$ cat src/rtl/muxn_scan.sv
// N-to-1 registered selector. Manual mode follows SEL; auto mode walks the
// enabled channels round-robin, dwelling DWELL cycles on each.
module muxn_scan #(
    parameter int WIDTH = 8,
    parameter int NCH   = 4,
    parameter int DWELL = 4,
    localparam int SELW = (NCH > 1) ? $clog2(NCH) : 1
) (
    input  logic                   CLK,
    input  logic                   RST_N,
    input  logic [NCH*WIDTH-1:0]   D,
    input  logic [SELW-1:0]        SEL,
    input  logic                   MODE,
    input  logic [NCH-1:0]         EN,
    output logic [WIDTH-1:0]       Y,
    output logic [SELW-1:0]        CH,
    output logic                   VALID,
    output logic                   ADV
);

    localparam int CW = (DWELL > 1) ? $clog2(DWELL) : 1;

    logic [CW-1:0]    cnt;
    logic [SELW-1:0]  nxt_ch;
    logic             sel_ok;
    logic             ch_en;
    logic             dwell_done;
    logic [WIDTH-1:0] d_sel;
    logic [WIDTH-1:0] d_ch;
    logic [WIDTH-1:0] d_nxt;

    // Next enabled channel strictly after CH, wrapping; CH itself if it is the only one.
    always_comb begin
        logic found;
        int unsigned idx;
        nxt_ch = CH;
        found  = 1'b0;
        for (int unsigned k = 1; k <= NCH; k++) begin
            idx = (32'(CH) + k) % NCH;
            if (!found && EN[idx]) begin
                nxt_ch = SELW'(idx);
                found  = 1'b1;
            end
        end
    end

    always_comb begin
        sel_ok     = (32'(SEL) < NCH) ? EN[SEL] : 1'b0;
        ch_en      = (32'(CH) < NCH) ? EN[CH] : 1'b0;
        dwell_done = (32'(cnt) == DWELL - 1);
        d_sel      = '0;
        d_ch       = '0;
        d_nxt      = '0;
        if (32'(SEL) < NCH)
            d_sel = D[32'(SEL)*WIDTH +: WIDTH];
        if (32'(CH) < NCH)
            d_ch = D[32'(CH)*WIDTH +: WIDTH];
        if (32'(nxt_ch) < NCH)
            d_nxt = D[32'(nxt_ch)*WIDTH +: WIDTH];
    end

    always_ff @(posedge CLK or negedge RST_N) begin
        if (!RST_N) begin
            Y     <= '0;
            CH    <= '0;
            VALID <= 1'b0;
            ADV   <= 1'b0;
            cnt   <= '0;
        end else if (!MODE) begin
            cnt <= '0;
            if (sel_ok) begin
                CH    <= SEL;
                Y     <= d_sel;
                VALID <= 1'b1;
                ADV   <= (SEL != CH);
            end else begin
                VALID <= 1'b0;
                ADV   <= 1'b0;
            end
        end else if (EN == '0) begin
            VALID <= 1'b0;
            ADV   <= 1'b0;
            cnt   <= '0;
        end else if (!ch_en || dwell_done) begin
            // A disabled current channel forces an immediate hop regardless of cnt.
            CH    <= nxt_ch;
            Y     <= d_nxt;
            VALID <= 1'b1;
            ADV   <= (nxt_ch != CH);
            cnt   <= '0;
        end else begin
            Y     <= d_ch;
            VALID <= 1'b1;
            ADV   <= 1'b0;
            cnt   <= cnt + 1'b1;
        end
    end

endmodule
$ cat config.mk
export PLATFORM = sky130hd
export DESIGN_NAME = muxn_scan
export DESIGN_NICKNAME = d
export VERILOG_FILES = /design/src/rtl/muxn_scan.sv
export SDC_FILE = /design/constraint.sdc
export NUM_CORES = 1
export LEC_CHECK = 0
export CAP_MARGIN = 20
export CORE_MARGIN = 1.5
export CORE_UTILIZATION = 42
export CTS_CLUSTER_SIZE = 30
export DETAILED_ROUTE_END_ITERATION = 10
export MAX_ROUTING_LAYER = met4
export PLACE_DENSITY = 0.76
export RECOVER_POWER = 50
export SYNTH_ARGS = -nofsm -noshare
export SYNTH_HDL_FRONTEND = slang
export SYNTH_SLANG_ARGS = --single-unit
export TNS_END_PERCENT = 50
$ cat constraint.sdc
create_clock -name CLK -period 1.96 [get_ports CLK]
set_input_delay 0.196 -clock CLK [delete_from_list [all_inputs] [get_ports CLK]]
set_output_delay 0.196 -clock CLK [all_outputs]
set_load 0.02 [all_outputs]
==> results.py, run 1 <==
metrics = {
    "global_route": {
        "antenna_found_initial": 0,
        "grt_overflow_total": 0,
        "grt_pass1_wl_um": 8250,
        "grt_pass1_vias": 1797,
        "grt_use_total_pct": 25.6,
        "grt_max_degree": 21,
    },
    "sta": {
        "setup-violations-final": 8,
        "hold_viol": 0,
        "fin_worst_skew_ns": 0.00435,
        "fin_ws_ns": -0.129,
        "slew_violations": 0,
        "rsz0062_at_grt": "true",
        "relSlewSlack_pct": 56.6,
        "min_period_ns": 2.09,
        "max_freq_mhz": 479,
        "finalCritPeriodShare_pct": 107,
        "totalNegativeSetupSlack_ns": -0.795,
        "tightest_slew_ns": 0.649,
        "holdWs_ns": 0.409,
    },
    "power": {
        "power_switching_uw": 1270,
        "p_total_uw": 3040,
        "swShare_pct": 41.8,
        "power.leakage_uw": 0.00106,
        "power_frac_seq_pct": 18.1,
        "p_per_area_nw_per_um2": 1160,
        "clock_power_share_pct": 9.5,
        "vdd_drop_max_v": 0.000588,
        "p_comb_share_pct": 72.4,
        "intPower_uw": 1770,
    },
    "synth": {
        "ys.flop_type": "dfrtp_1",
        "yosys_warnings": 0,
        "yosysUniqueCellTypes": 48,
        "synthArstFlopShare_pct": 100,
        "yosysSeqAreaShare_pct": 21.8,
        "syn_nets": 223,
        "synth-seq-cells": 14,
        "synth-edff-count": 0,
        "netlist_instances": 181,
        "syn_area_um2": 1610,
        "synth.avg_cell_area_um2": 8.88,
    },
    "cells_and_area": {
        "nets": 309,
        "layout-drive-gt1-share_pct": 33.8,
        "final_cell_mix": "clkdlybuf4s50_1 (47), buf_4 (41), nor2_1 (17)",
        "n_antenna_cell": 0,
        "final_cells": 314,
        "syn_to_final_growth_pct": 62.8,
        "final_common_cell": "clkdlybuf4s50_1",
    },
    "cts": {
        "cts_made_buffers": 3,
        "cts_root_buffer": "clkbuf_8",
        "ctsLongestPathBuffers": 2,
        "cts_sinks": 14,
        "path_clk_slew_ns": 0.06,
        "cts_tree": "yes",
        "htreeDepth": 1,
        "clk_latency_ns": 0.25,
    },
    "routing": {
        "drt_first_pass_iters": 4,
        "antenna_left": 0,
        "drc": 0,
        "viasPerCell": 5.82,
        "drt_iter0_drc": 95,
        "wl_per_cell_um": 16.4,
        "routed_wl_um": 5160,
        "vias": 1829,
    },
    "floorplan": {
        "die_area_um2": 4210,
        "dieWidth_um": 64.9,
        "pin_count": 53,
        "initial_core_util_pct": 43.9,
        "fp.dieH_um": 64.9,
        "core_area_um2": 3660,
        "rows": 22,
    },
    "placement": {
        "dp_slack_ns": -0.424,
        "placedCellCount": 306,
        "globalplace.congestion": 0.806,
        "dp_hpwl_um": 3570,
        "io_buffer_count": 52,
    },
    "run": {
        "max_cap_viol_count": 0,
    },
    "critical_path": {
        "crit_path_top_delay_cell": "dfrtp_2",
        "path_class": "reg -> reg",
        "cp-end-kind": "register",
        "crit_path_start_kind": "register",
        "worst_path_largest_cell_delay_ns": 0.48,
        "crit_chain": "buf_6 > or3b_2 > o21ai_2 > o41ai_4 > buf_4 > nand3_4 > a311oi_2 > a211oi_2",
        "cp.arrival_ns": 2.22,
        "required_ns": 2.09,
        "r2r_slack_ns": -0.13,
        "crit_fanout": 8,
    },
    "min_path": {
        "hp-class": "in -> async",
    },
    "run_status": {
        "failed_checks": "negative setup slack",
        "status": "finished with violations",
    },
}
-- path summary, 6_finish.rpt --
kind | startpoint | end | cells past startpoint
min in group CLK | cnt[0] | cnt[0] | 1
worst max-delay path | CH[1] | Y[0] | 8
worst min register to register | cnt[0] | cnt[0] | 1
worst max register to register | CH[1] | Y[0] | 8
max in group asynchronous | RST_N | CH[0] | 1
worst min-delay path | RST_N | ADV | 1
-- final cells by class --
| cell class | instances | area, µm² |
|---|---|---|
| fillers | 279 | 1040 |
| multi-input cells | 151 | 1270 |
| well taps | 48 | 60.1 |
| clock buffers | 4 | 55.1 |
| flip-flops and latches | 14 | 353 |
| repair buffers | 96 | 871 |
| inverters | 1 | 3.75 |
-- registers in the layout (all words and copies together) (netlist names) --
| signal | cells |
|---|---|
| CH | 2 |
| VALID | 1 |
| Y | 8 |
| cnt | 2 |
| ADV | 1 |
-- through the flow --
stage	utilization (%)	area, µm²
after floorplan	-	1610
after global placement	65.7	2410
after detailed placement	65.7	2410
after CTS	70.1	2560
after global routing	71.5	2620
final	71.5	2620
-- kinds of logic after synthesis --
kind of cell             share of synthesized area, %
AND/OR/NAND/NOR                                  21.8
AO/OA/AOI/OAI                                    29.1
multiplexers                                     18.9
buffers and inverters                            6.54
flip-flops                                       21.8
XOR/XNOR                                         1.09
adder cells (fa/ha/maj)                         0.778
-- synthesized netlist by cell type, types with 2 or more instances --
| cell type | count | area share, % |
|---|---|---|
| nand3_1 | 8 | 2.5 |
| xor2_1 | 2 | 1.1 |
| buf_6 | 5 | 3.5 |
| and2_1 | 2 | 0.78 |
| nor3_4 | 2 | 2.0 |
| mux2_2 | 9 | 6.3 |
| nor2_1 | 18 | 4.2 |
| buf_2 | 3 | 0.93 |
| mux2i_1 | 18 | 11 |
| nor2b_1 | 6 | 2.3 |
| buf_1 | 2 | 0.47 |
| a21oi_1 | 10 | 3.1 |
| a211oi_1 | 7 | 3.3 |
| a22oi_1 | 7 | 3.3 |
| a311oi_1 | 6 | 3.3 |
| nand2_1 | 13 | 3.0 |
| clkbuf_1 | 4 | 0.93 |
| o2111ai_1 | 2 | 1.1 |
| o41ai_4 | 2 | 3.4 |
| nand2b_1 | 3 | 1.2 |
| a221oi_1 | 7 | 3.8 |
| dfrtp_1 | 14 | 22 |
| o21ai_0 | 5 | 1.6 |
| nor2_2 | 2 | 0.78 |
-- metal layers --
layer | share of wire (%) | global-route usage [%] | up-vias
met4 | 0.85 | 6.91 | 0
li1 | - | - | 880
met1 | 45 | 32.2 | 882
met2 | 50 | 44.2 | 62
met3 | 4.2 | 2.26 | 5
met5 | 0 | - | -
-- power groups by stage --
| stage | clock network, µW | registers (µW) | logic (µW) |
|---|---|---|---|
| final | 287 | 551 | 2200 |
| after global routing | 309 | 571 | 2340 |
| after floorplan | 0 | 653 | 952 |
| after global placement | 0 | 542 | 1910 |
| after detailed placement | 0 | 539 | 1940 |
| after CTS | 288 | 538 | 2110 |
-- critical path, delay by kind of cell (launching register included) --
kind            cells  cell delay, ns
flops               1            0.48
compound gates      4            0.82
simple gates        2            0.32
buf+inv             2            0.33
-- timing repair --
item	in CTS	in global routing
setup endpoints to repair	10	10
setup buffers	4	0
hold buffers	0	0
pin swaps	3	5
gates resized for setup	18	11
No activity file was read; power rests on OpenSTA's default activity.
==> run 2: changes to the inputs <==
SETUP_SLACK_MARGIN = 0.15   (was not set)
SLEW_MARGIN = 40   (was not set)
==> results.py, run 2 (synthesis results as in run 1) <==
metrics = {
    "floorplan": {
        "initial_core_util_pct": 43.9,
        "dieWidth_um": 64.9,
        "core_area_um2": 3660,
        "die_area_um2": 4210,
        "fp.dieH_um": 64.9,
        "rows": 22,
        "pin_count": 53,
    },
    "global_route": {
        "antenna_found_initial": 0,
        "grt_pass1_vias": 1801,
        "grt_pass1_wl_um": 8270,
        "grt_use_total_pct": 25.7,
        "grt_max_degree": 21,
        "grt_overflow_total": 0,
    },
    "cells_and_area": {
        "regMostFlops": "Y",
        "largest_register_ffs": 8,
        "final_cell_mix": "clkdlybuf4s50_1 (47), buf_4 (41), nor2_1 (17)",
        "layout-drive-gt1-share_pct": 33.8,
        "nFillCells": 280,
        "syn_to_final_growth_pct": 62.6,
        "top_regs": "Y: 8 flops, CH: 2 flops, cnt: 2 flops",
        "nets": 309,
        "n_antenna_cell": 0,
        "final_common_cell": "clkdlybuf4s50_1",
        "final_cells": 314,
    },
    "placement": {
        "io_buffer_count": 52,
        "globalplace.congestion": 0.806,
        "placedCellCount": 306,
        "dp_hpwl_um": 3570,
    },
    "sta": {
        "slew_violations": 0,
        "tightest_slew_ns": 0.657,
        "max_freq_mhz": 479,
        "fin_ws_ns": -0.129,
        "relSlewSlack_pct": 56.1,
        "holdWs_ns": 0.410,
        "setup-violations-final": 8,
        "fin_worst_skew_ns": 0.00473,
        "rsz0062_at_grt": "true",
        "totalNegativeSetupSlack_ns": -0.791,
        "min_period_ns": 2.09,
        "hold_viol": 0,
        "finalCritPeriodShare_pct": 107,
    },
    "critical_path": {
        "r2r_slack_ns": -0.13,
        "cp.arrival_ns": 2.22,
        "crit_path_start_kind": "register",
        "crit_fanout": 8,
        "worst_path_largest_cell_delay_ns": 0.48,
        "required_ns": 2.09,
        "crit_chain": "buf_6 > or3b_2 > o21ai_2 > o41ai_4 > buf_4 > nand3_4 > a311oi_2 > a211oi_2",
        "path_class": "reg -> reg",
        "crit_path_top_delay_cell": "dfrtp_2",
        "cp-end-kind": "register",
    },
    "cts": {
        "clk_latency_ns": 0.25,
        "cts_sinks": 14,
        "ctsLongestPathBuffers": 2,
        "cts_made_buffers": 3,
        "cts.hold.buffers_added": 0,
        "cts_tree": "yes",
        "htreeDepth": 1,
        "cts_root_buffer": "clkbuf_8",
        "path_clk_slew_ns": 0.06,
    },
    "routing": {
        "viasPerCell": 5.79,
        "routed_wl_um": 5120,
        "drt_iter0_drc": 94,
        "drt_first_pass_iters": 4,
        "antenna_left": 0,
        "vias": 1818,
        "wl_per_cell_um": 16.3,
        "drc": 0,
    },
    "run_status": {
        "failed_checks": "negative setup slack",
        "status": "finished with violations",
    },
    "power": {
        "vdd_drop_max_v": 0.000590,
        "power.leakage_uw": 0.00105,
        "p_per_area_nw_per_um2": 1160,
    },
    "min_path": {
        "hp-class": "in -> async",
    },
    "run": {
        "max_cap_viol_count": 0,
    },
}
==> run 2: cell types whose count changed in the layout (fill, tap and decap cells not counted), sizes merged <==
cell / previous run / this run
dlygate4sd2: 2 / 3
dlymetal6s2s: 1 / 0
==> run 2: area by class of cell <==
type	instances	area, µm²	area share [%]
inverter	1	3.75	0.144
multi-input combinational	151	1270	48.8
timing repair buffer	96	867	33.2
clock buffer	4	55.1	2.11
tap	48	60.1	2.30
sequential	14	353	13.5
==> run 2: metrics by stage <==
stage | setup slack (ns) | total power, µW | utilization [%] | area (µm²)
floorplan | -0.108 | 1610 | - | 1610
global placement | -0.415 | 2460 | 65.7 | 2410
detailed placement | -0.424 | 2480 | 65.7 | 2410
CTS | -0.0771 | 2940 | 70.2 | 2570
global route | -0.216 | 3220 | 71.4 | 2610
finish | -0.129 | 3040 | 71.4 | 2610
==> run 2: final timing paths <==
kind,from,to,cells past startpoint
worst max-delay path,CH[1],Y[0],8
max in group asynchronous,RST_N,CH[0],1
worst min-delay path,RST_N,Y[1],1
worst min register to register,cnt[0],cnt[0],1
min in group CLK,cnt[0],cnt[0],1
worst max register to register,CH[1],Y[0],8
==> run 2: worst max-delay path: cells and delay by family (launching register included) <==
| kind | cells | cell delay [ns] |
|---|---|---|
| AOI/OAI and AO/OA | 4 | 0.83 |
| and+or+nand+nor | 2 | 0.32 |
| buffers and inverters | 2 | 0.33 |
| DFF | 1 | 0.48 |
==> run 2: power breakdown <==
| group | internal [µW] | total [µW] | switching [µW] |
|---|---|---|---|
| Clock | 178 | 290 | 111 |
| Sequential | 419 | 549 | 130 |
| Combinational | 1170 | 2200 | 1030 |
| Total | 1770 | 3040 | 1270 |
==> run 2: what timing repair did <==
item / in CTS / in global routing
setup endpoints to repair: 11 / 11
resized for setup: 20 / 10
pin swaps: 3 / 6
buffers inserted: 4 / 0
==> run 2: per-layer routing <==
metal	global-route usage (%)	vias to the layer above	part of all wire, %
li1	-	880	-
met4	6.91	0	0.86
met5	-	-	0
met1	32.5	881	45
met3	2.08	5	4.2
met2	44.1	52	50
